**src/rtl/shift_count_reg_if.sv**
```systemverilog
// Stimulus/response bundle for shift_count_reg: control and data in, register state out.
// The driver side uses the master modport; the register block uses slave.
interface shift_count_reg_if #(
  parameter int WIDTH = 4,
  parameter int WRAPW = 8
);
  logic             ENB;
  logic             DIR;
  logic             S_IN;
  logic [1:0]       MODO;
  logic [WIDTH-1:0] D;
  logic [WIDTH-1:0] Q;
  logic             S_OUT;
  logic [WRAPW-1:0] WRAP_CNT;

  modport master (
    output ENB, DIR, S_IN, MODO, D,
    input  Q, S_OUT, WRAP_CNT
  );

  modport slave (
    input  ENB, DIR, S_IN, MODO, D,
    output Q, S_OUT, WRAP_CNT
  );
endinterface

```
**src/rtl/shift_count_reg.sv**
```systemverilog
// Four-mode register: shift, rotate, parallel load and (optionally) up/down count.
// Define SHIFT_COUNT_REG_COUNT_MODE_EN to build the counter and its saturating wrap counter.
module shift_count_reg #(
  parameter int WIDTH = 4,
  parameter int WRAPW = 8
) (
  input  logic             CLK,
  input  logic             RST,
  shift_count_reg_if.slave bus
);

  localparam logic [1:0] MODE_SHIFT  = 2'b00;
  localparam logic [1:0] MODE_ROTATE = 2'b01;
  localparam logic [1:0] MODE_LOAD   = 2'b10;

  logic [WIDTH-1:0] q;
  logic             s_out;
  logic [WRAPW-1:0] wrap_cnt;

`ifdef SHIFT_COUNT_REG_COUNT_MODE_EN
  localparam logic [1:0] MODE_COUNT = 2'b11;

  // An enabled count step wraps when leaving all-ones upward or zero downward.
  logic step_wraps;
  assign step_wraps = bus.ENB && (bus.MODO == MODE_COUNT) &&
                      (bus.DIR ? (q == '0) : (&q));
`endif

  always_ff @(posedge CLK) begin
    if (RST) begin
      q     <= '0;
      s_out <= 1'b0;
    end else if (bus.ENB) begin
      case (bus.MODO)
        MODE_SHIFT: begin
          if (!bus.DIR) begin
            q     <= {q[WIDTH-2:0], bus.S_IN};
            s_out <= q[WIDTH-1];
          end else begin
            q     <= {bus.S_IN, q[WIDTH-1:1]};
            s_out <= q[0];
          end
        end
        MODE_ROTATE: begin
          if (!bus.DIR) begin
            q     <= {q[WIDTH-2:0], q[WIDTH-1]};
            s_out <= q[WIDTH-1];
          end else begin
            q     <= {q[0], q[WIDTH-1:1]};
            s_out <= q[0];
          end
        end
        MODE_LOAD: begin
          q     <= bus.D;
          s_out <= 1'b0;
        end
        default: begin
`ifdef SHIFT_COUNT_REG_COUNT_MODE_EN
          q     <= bus.DIR ? (q - WIDTH'(1)) : (q + WIDTH'(1));
          s_out <= step_wraps;
`endif
        end
      endcase
    end
  end

`ifdef SHIFT_COUNT_REG_COUNT_MODE_EN
  // Saturates at all-ones so a long-running count never appears to restart.
  always_ff @(posedge CLK) begin
    if (RST) begin
      wrap_cnt <= '0;
    end else if (step_wraps && (wrap_cnt != '1)) begin
      wrap_cnt <= wrap_cnt + WRAPW'(1);
    end
  end
`else
  assign wrap_cnt = '0;
`endif

  assign bus.Q        = q;
  assign bus.S_OUT    = s_out;
  assign bus.WRAP_CNT = wrap_cnt;

endmodule

```
**src/flat_wrapper.sv**
```systemverilog
// flat-port wrapper written by rule: the top's interface ports become plain ports
module shift_count_reg_flat 
#(
  parameter int WIDTH = 4,
  parameter int WRAPW = 8
)
  (CLK, RST, bus_ENB, bus_DIR, bus_S_IN, bus_MODO, bus_D, bus_Q, bus_S_OUT, bus_WRAP_CNT);
  shift_count_reg_if #(.WIDTH(WIDTH), .WRAPW(WRAPW)) bus_i ();
  input  logic CLK;
  input  logic RST;
  input wire logic [$bits(bus_i.ENB)-1:0] bus_ENB;
  input wire logic [$bits(bus_i.DIR)-1:0] bus_DIR;
  input wire logic [$bits(bus_i.S_IN)-1:0] bus_S_IN;
  input wire logic [$bits(bus_i.MODO)-1:0] bus_MODO;
  input wire logic [$bits(bus_i.D)-1:0] bus_D;
  output wire logic [$bits(bus_i.Q)-1:0] bus_Q;
  output wire logic [$bits(bus_i.S_OUT)-1:0] bus_S_OUT;
  output wire logic [$bits(bus_i.WRAP_CNT)-1:0] bus_WRAP_CNT;
  assign bus_i.ENB = bus_ENB;
  assign bus_i.DIR = bus_DIR;
  assign bus_i.S_IN = bus_S_IN;
  assign bus_i.MODO = bus_MODO;
  assign bus_i.D = bus_D;
  assign bus_Q = bus_i.Q;
  assign bus_S_OUT = bus_i.S_OUT;
  assign bus_WRAP_CNT = bus_i.WRAP_CNT;
  shift_count_reg #(.WIDTH(WIDTH), .WRAPW(WRAPW)) u_core (.CLK(CLK), .RST(RST), .bus(bus_i));
endmodule
```
**config.mk**
```make
export PLATFORM = sky130hd
export DESIGN_NAME = shift_count_reg_flat
export DESIGN_NICKNAME = d
export VERILOG_FILES = /design/src/rtl/shift_count_reg_if.sv /design/src/rtl/shift_count_reg.sv /design/src/flat_wrapper.sv
export SDC_FILE = /design/constraint.sdc
export NUM_CORES = 1
export LEC_CHECK = 0
export CORE_AREA = 4 4 41 43
export DETAILED_ROUTE_END_ITERATION = 7
export DIE_AREA = 0 0 45 47
export GPL_TIMING_DRIVEN = 0
export HOLD_SLACK_MARGIN = 0.15
export PLACE_DENSITY = 0.77
export SYNTH_ARGS = -nofsm -noshare
export SYNTH_HDL_FRONTEND = slang
export SYNTH_SLANG_ARGS = --single-unit
```
**constraint.sdc**
```tcl
create_clock -name CLK -period 2.9 [get_ports CLK]
set_input_delay 0.435 -clock CLK [delete_from_list [all_inputs] [get_ports CLK]]
set_output_delay 0.435 -clock CLK [all_outputs]
set_load 0.01 [all_outputs]
```
# ---- Yosys cells after proc, flatten, opt, wreduce, memory -nomap -nowiden
# Index checks and enable logic that the tools add are counted.
dict set report totals {
  romBits 0
  inputBits 11
  register_bits 5
  ramBits 0
  out_inout_bits 13
  latchBits 0
  mem_count 0
  word_cells 15
}
dict set report op_classes {
  n_reduce_logical 6
  mul 0
  n_eq_ne 2
  add_sub_neg 0
  n_mux 5
  magnitude_cmp 0
  div_mod_pow 0
  shift 0
  bitwise_logic 0
}
# operator n
set ops {}
lappend ops {{4-bit one-hot mux with 3 select lines} 1}
lappend ops {{4-bit two-way mux} 2}
lappend ops {{2-bit AND reduction} 2}
lappend ops {{3-bit nonzero test} 1}
lappend ops {{2-bit by 1-bit == test with 1-bit output (second input constant)} 1}
lappend ops {{2-bit == test (second input constant)} 1}
lappend ops {{2-bit logical NOT} 1}
lappend ops {{1-bit one-hot mux with 2 select lines} 1}
lappend ops {{2-bit nonzero test} 1}
lappend ops {{2-bit OR reduction} 1}
lappend ops {{1-bit two-way mux} 1}

# ---- Logic depth before layout (Yosys ltp)
# Gate-level depths: netlist of run 1.
dict set report depth {
  depth_word 4
  ltp_mapped 5
  ltp_nobuf 5
}

# ---- Worst setup path after synthesis of run 1
# No wires, ideal clock.
dict set report synth_path {
  path_kind {input-to-reg}
  start {input port bus_MODO[0]}
  end {register u_core.q[1], in the netlist u_core.bus.Q[1]}
  setup_time_ns 0.125
  n_path_buf 0
  t_arrival_ns 1.406
  setup_slack_ns 1.369
  t_required_ns 2.775
  cell_stages 5
  path_cell_list {inv_1 ha_1 or2_2 a221oi_1 nor3_1}
}
dict set report synth_via {
  elab_chain_cells 3
  elab_cells_between_ends 6
  classes_between {eq/ne (2); mux (1); reduce/logical (3)}
}
# item line
set synth_rtl {}
lappend synth_rtl {{from (decl)} flat_wrapper.sv:14} ;# input wire logic [$bits(bus_i.MODO)-1:0] bus_MODO;
lappend synth_rtl {{2-bit == test (tied with other cells)} shift_count_reg.sv:34} ;# case (bus.MODO)
lappend synth_rtl {{3-bit nonzero test (no line)} n/a}
lappend synth_rtl {{2-bit AND reduction (no line)} n/a}
lappend synth_rtl {{to (signal assigned)} shift_count_reg.sv:37} ;# q <= {q[WIDTH-2:0], bus.S_IN};
lappend synth_rtl {{to (signal assigned)} shift_count_reg.sv:40} ;# q <= {bus.S_IN, q[WIDTH-1:1]};
lappend synth_rtl {{to (signal assigned)} shift_count_reg.sv:46} ;# q <= {q[WIDTH-2:0], q[WIDTH-1]};
lappend synth_rtl {{to (decl)} shift_count_reg.sv:16} ;# logic [WIDTH-1:0] q;
# Parallel ways exist; a longest one is shown, timed or not.
# A chain may end at the register's enable or synchronous reset.

# ---- Worst setup path in the final report of run 1
# Ends and elaborated chain as after synthesis.

==> impl_metrics.py, run 1 <==
metrics = {
    "place": {
        "dp_hpwl_um": 822,
        "placement.io_buffers": 14,
        "gp_congestion": 0.767,
    },
    "layout": {
        "n_fill_cell": 131,
        "post-route-util_pct": 50.6,
        "antenna_cells": 0,
        "nets": 91,
        "drive_gt1_share_pct": 25.3,
        "area_delta_synth_final_pct": 47.3,
        "layout_common_cells": "clkdlybuf4s50_1, buf_4, conb_1",
        "final_common_cell": "clkdlybuf4s50_1",
    },
    "critical_path": {
        "max_stage_delay_ps": 510,
        "path_class": "input port to flop",
        "endpoint_kind": "flop",
        "cp-start-kind": "input port",
        "critPathSlowestCell": "clkdlybuf4s50_1",
        "crit_chain": "clkdlybuf4s50_1, inv_1, ha_1, or2_2, a221oi_1, nor3_1",
        "critPathBufInv": 2,
        "cp_top_family": "buffers and inverters",
        "cp.required_ps": 3030,
        "cp.arrival_ps": 2060,
        "crit_fanout": 5,
    },
    "pwr": {
        "p_leak_nw": 0.305,
        "ir_worst_vdd_v": 0.000209,
        "power_density_nw_per_um2": 363,
    },
    "clocking": {
        "htree_levels": 1,
        "clock_sinks": 5,
        "numCtsBuffers": 3,
        "cts_tree": "built",
        "cts_resized": 0,
        "hold_buffers": 0,
        "clkSlewWorstSetupHoldPaths_ps": 50,
        "cts_root_buffer": "clkbuf_4",
        "clk_latency_ps": 250,
        "cts_setup_buffers": 0,
        "clockBufferDepth": 2,
    },
    "sta": {
        "grt_setup_unrepaired": "no",
        "fin_crit_ps": 1940,
        "skew_ps": 6.91,
        "period_share_pct": 66.8,
        "timing.fmax_ghz": 0.517,
        "hold-worst-slack_ps": 456,
        "drv_slew": 0,
        "finalSetupViolations": 0,
        "setup_tns_ps": 0,
        "finalHoldViolations": 0,
    },
    "worst_hold_path": {
        "hold_path.class": "flop to flop",
    },
    "yosys": {
        "netlist_instances": 50,
        "synth_area_leaders": "dfxtp_1, buf_4, ha_1",
        "seq_area_frac_synth_pct": 22.4,
        "netlist_area_sq_um": 447,
        "avgSynthCellArea_sq_um": 8.93,
        "synth_seq_cells": 5,
        "synth_top_area_share_pct": 22.4,
        "yosysWarnings": 0,
        "ys_types": 20,
        "synth_top_area_cell": "dfxtp_1",
    },
    "die": {
        "rows": 13,
        "fp.dieH_um": 47,
        "die_w_um": 45,
        "start_util_pct": 34.3,
        "core-area_sq_um": 1300,
        "num_io_pins": 24,
        "die_area_sq_um": 2120,
    },
    "global_route": {
        "grt_pass1_vias": 415,
        "grt_use_total_pct": 10.8,
        "grt_start_max_net_pins": 8,
        "grt_pass1_wl_um": 1660,
        "grt-ovfl-total": 0,
        "antenna_found_initial": 0,
    },
    "routing": {
        "via_count": 419,
        "ant_nets": 0,
        "drt_pre_antenna_iters": 2,
        "wl_per_cell_um": 11.5,
        "drt_iter0_drc": 1,
        "drc_errors": 0,
        "drt_wl_total_um": 1040,
        "vias_per_cell": 4.66,
    },
    "job": {
        "cap_violations": 0,
    },
    "status": {
        "status": "finished clean",
    },
}
## power breakdown
group          leakage, nW  switching [mW]  total, mW  internal (mW)
Combinational        0.249          0.0306     0.0756         0.0451
Clock               0.0150          0.0316     0.0838         0.0522
Sequential          0.0411         0.00601     0.0797         0.0737
## cells in the mapped netlist
cell / instances
or2_2: 1
a21oi_1: 3
buf_4: 8
mux2_2: 4
nor2b_1: 3
mux2_4: 2
inv_1: 2
nor3_1: 2
mux2i_1: 1
or3_1: 1
dfxtp_1: 5
a221oi_1: 2
a211oi_1: 2
nand2b_1: 1
a22oi_1: 2
ha_1: 4
buf_6: 1
nor2_1: 4
nand2_1: 1
conb_1: 1
## stage by stage
stage          setup WS (ps)  area (sq um)  total power, mW  cells
3_3_place_gp             736           632            0.154     86
4_1_cts                  963           658            0.242     90
6_report                 964           658            0.239     90
5_1_grt                  898           658            0.254     90
2_1_floorplan           1370           473            0.126     57
3_5_place_dp             705           632            0.156     86
## worst reg2reg max path, delay by kind of cell (launching register included)
family | cells | cell delay [ps]
AO/OA/AOI/OAI | 1 | 300
flip-flops | 1 | 350
multiplexers | 1 | 270
AND/OR/NAND/NOR | 1 | 90
## sequential cells by signal, summed over array words and instances, names as in the netlist
signal / flops
u_core.bus.S_OUT: 1
u_core.bus.Q: 4
## final cells by class
type                       count  area, sq um  share of cell area (%)
inverter                       2         7.51                    1.14
clock buffer                   4         26.3                    3.99
timing repair buffer          14          140                    21.3
buffer                         9         71.3                    10.8
sequential                     5          100                    15.2
tap                           15         18.8                    2.85
multi-input combinational     41          294                    44.7
## final timing paths
| path | slack, ps | from | endpoint | cells after the start |
|---|---|---|---|---|
| worst max-delay path | 960 | bus_MODO[0] | u_core.bus.Q[1] | 6 |
| worst max register to register | 1780 | u_core.bus.Q[2] | u_core.bus.Q[1] | 3 |
| worst min-delay path | 460 | u_core.bus.S_OUT | u_core.bus.S_OUT | 2 |
| worst min register to register | 460 | u_core.bus.S_OUT | u_core.bus.S_OUT | 2 |
## cell families after synthesis
family / count (synthesis) / synth area share [%]
flops: 5 / 22.4
compound gates: 9 / 14.0
fa+ha+maj: 4 / 11.2
other cells: 1 / 0.840
mux: 7 / 19.0
simple gates: 13 / 14.8
buf+inv: 11 / 17.6
## routing by layer
metal  global-route usage (%)  vias up  wire length [um]
met1                     11.4      189               425
met2                     18.6       22               458
met3                     5.75        0               150
li1                         -      208                 -
met5                        0        -                 0
met4                     3.51        0                 0
No activity file was read; power rests on OpenSTA's default activity.
==> run 2, diff against run 1 <==
--- a/config.mk
+++ b/config.mk
@@ -5,12 +5,12 @@
 export SDC_FILE = /design/constraint.sdc
 export NUM_CORES = 1
 export LEC_CHECK = 0
-export CORE_AREA = 4 4 41 43
+export CORE_MARGIN = 4
+export CORE_UTILIZATION = 33
 export DETAILED_ROUTE_END_ITERATION = 7
-export DIE_AREA = 0 0 45 47
 export GPL_TIMING_DRIVEN = 0
 export HOLD_SLACK_MARGIN = 0.15
-export PLACE_DENSITY = 0.77
+export PLACE_DENSITY = 0.78
 export SYNTH_ARGS = -nofsm -noshare
 export SYNTH_HDL_FRONTEND = slang
 export SYNTH_SLANG_ARGS = --single-unit
==> constraint.sdc (replaced) <==
create_clock -name CLK -period 1.6 [get_ports CLK]
set_input_delay 0.24 -clock CLK [delete_from_list [all_inputs] [get_ports CLK]]
set_output_delay 0.24 -clock CLK [all_outputs]
set_load 0.01 [all_outputs]
==> run 2 against run 1 <==
Sequential share of layout area decreased by 0.74 points. Register-to-register slack lost 1200 ps. Critical endpoint is now bus_Q[1]. Highest routed layer unchanged. Clock power grew 72%.
==> impl_metrics.py, run 2 (synthesized netlist as in run 1, its figures left out) <==
metrics = {
    "clocking": {
        "numCtsBuffers": 3,
        "clk_latency_ps": 240,
        "cts_root_buffer": "clkbuf_4",
        "htree_levels": 1,
        "clockBufferDepth": 2,
        "clock_sinks": 5,
        "cts_tree": "built",
        "cts_setup_buffers": 0,
        "clkSlewWorstSetupHoldPaths_ps": 40,
    },
    "place": {
        "dp_hpwl_um": 790,
        "place_area_sq_um": 631,
        "placement.io_buffers": 14,
        "gp_congestion": 0.815,
        "place_inst": 85,
    },
    "critical_path": {
        "cp.depth": 1,
        "critPathSlowestCell": "clkdlybuf4s50_1",
        "rr_endpoint": "u_core.bus.Q[2]",
        "reg2reg_slack_ps": 550,
        "critPathLaunch": "u_core.bus.Q[1]",
        "cp.required_ps": 1360,
        "reg2reg_from": "u_core.bus.Q[1]",
        "crit_fanout": 5,
        "endpoint_kind": "output port",
        "cp_top_family": "buffers and inverters",
        "path_class": "flop to output port",
        "max_stage_delay_ps": 560,
        "critPathBufInv": 1,
        "cp-start-kind": "flop",
        "endpoint": "bus_Q[1]",
        "crit_chain": "clkdlybuf4s50_1",
        "r2r_cells": 3,
        "cp.arrival_ps": 1200,
    },
    "worst_hold_path": {
        "hold_path.class": "flop to flop",
    },
    "pwr": {
        "p_leak_nw": 0.329,
        "ir_worst_vdd_v": 0.000442,
        "power_density_nw_per_um2": 628,
    },
    "die": {
        "num_io_pins": 24,
        "rows": 12,
        "die_area_sq_um": 2010,
        "die_w_um": 44.8,
        "fp.dieH_um": 44.8,
        "start_util_pct": 37.7,
        "core-area_sq_um": 1190,
    },
    "routing": {
        "vias_per_cell": 4.40,
        "drt_wl_total_um": 986,
        "drc_errors": 0,
        "drt_pre_antenna_iters": 4,
        "wl_per_cell_um": 11.1,
        "drt_iter0_drc": 4,
        "ant_nets": 0,
        "via_count": 392,
    },
    "status": {
        "status": "finished clean",
    },
    "sta": {
        "finalHoldViolations": 0,
        "period_share_pct": 90.0,
        "setup_tns_ps": 0,
        "drv_slew": 0,
        "skew_ps": 2.07,
        "timing.fmax_ghz": 0.695,
        "grt_setup_unrepaired": "no",
        "finalSetupViolations": 0,
        "fin_crit_ps": 1440,
    },
    "layout": {
        "area_delta_synth_final_pct": 54.9,
        "final_area_sq_um": 692,
        "layout_common_cells": "clkdlybuf4s50_1, buf_4, conb_1",
        "largest_register_ffs": 4,
        "nets": 91,
        "drive_gt1_share_pct": 33.3,
        "instances_no_fill": 89,
        "final_common_cell": "clkdlybuf4s50_1",
        "antenna_cells": 0,
    },
    "global_route": {
        "grt_start_max_net_pins": 8,
        "grt_pass1_wl_um": 1530,
        "grt_pass1_vias": 356,
        "antenna_found_initial": 0,
        "grt-ovfl-total": 0,
        "grt_use_total_pct": 10.6,
    },
    "job": {
        "cap_violations": 0,
    },
}
==> run 2: cell count changes in the layout (fill, tap and decap cells not counted) <==
cell             previous run  this run
nor2b_1                     3         2
nor2b_2                     0         1
nand2b_1                    1         0
clkdlybuf4s50_1            14        12
dlymetal6s2s_1              0         2
inv_2                       0         1
ha_4                        0         1
nand2b_2                    0         1
inv_1                       2         1
a221oi_2                    0         2
a221oi_1                    2         0
ha_1                        4         3
==> run 2: cell type report <==
class	instances	area, sq um
plain buffers	9	71.3
well taps	14	17.5
clock buffers	4	26.3
repair buffers	14	145
fillers	108	494
inverters	2	7.51
flip-flops and latches	5	100
multi-input cells	41	324
==> run 2: how the worst min path moves through the flow <==
| stage | startpoint | cells past startpoint | end | slack [ps] |
|---|---|---|---|---|
| floorplan | RST | 1 | u_core.bus.S_OUT | 310 |
| global placement | u_core.bus.S_OUT | 2 | u_core.bus.S_OUT | 450 |
| CTS | u_core.bus.S_OUT | 2 | u_core.bus.S_OUT | 460 |
| detailed placement | u_core.bus.S_OUT | 2 | u_core.bus.S_OUT | 450 |
| finish | u_core.bus.S_OUT | 2 | u_core.bus.S_OUT | 460 |
| global route | u_core.bus.S_OUT | 2 | u_core.bus.S_OUT | 500 |
==> run 2: stage by stage <==
stage | total power, mW | utilization (%) | hold slack, ps | setup slack, ps
detailed placement | 0.281 | 53.2 | 446 | -374
floorplan | 0.228 | - | 309 | 264
global route | 0.463 | 58.3 | 497 | 98.3
global placement | 0.279 | 53.2 | 447 | -355
CTS | 0.442 | 57.7 | 456 | 15.2
finish | 0.435 | 58.3 | 456 | 160
==> run 2: power by group <==
part / switching (mW) / total (mW) / internal (mW)
logic: 0.0596 / 0.147 / 0.0869
clock network: 0.0499 / 0.144 / 0.0942
registers: 0.0102 / 0.144 / 0.134
==> run 2: per-layer routing <==
metal | vias up | global-route usage (%) | part of all wire [%]
li1 | 207 | - | -
met3 | 0 | 6.37 | 15
met4 | 0 | 1.75 | 0
met2 | 23 | 16.6 | 43
met1 | 162 | 12.5 | 42
met5 | - | 0 | 0
==> run 2: timing repair <==
item,4_1_cts,5_1_grt
pin swaps,0,0
hold buffers,0,0
endpoints found under the setup margin,4,4
resized for setup,5,3
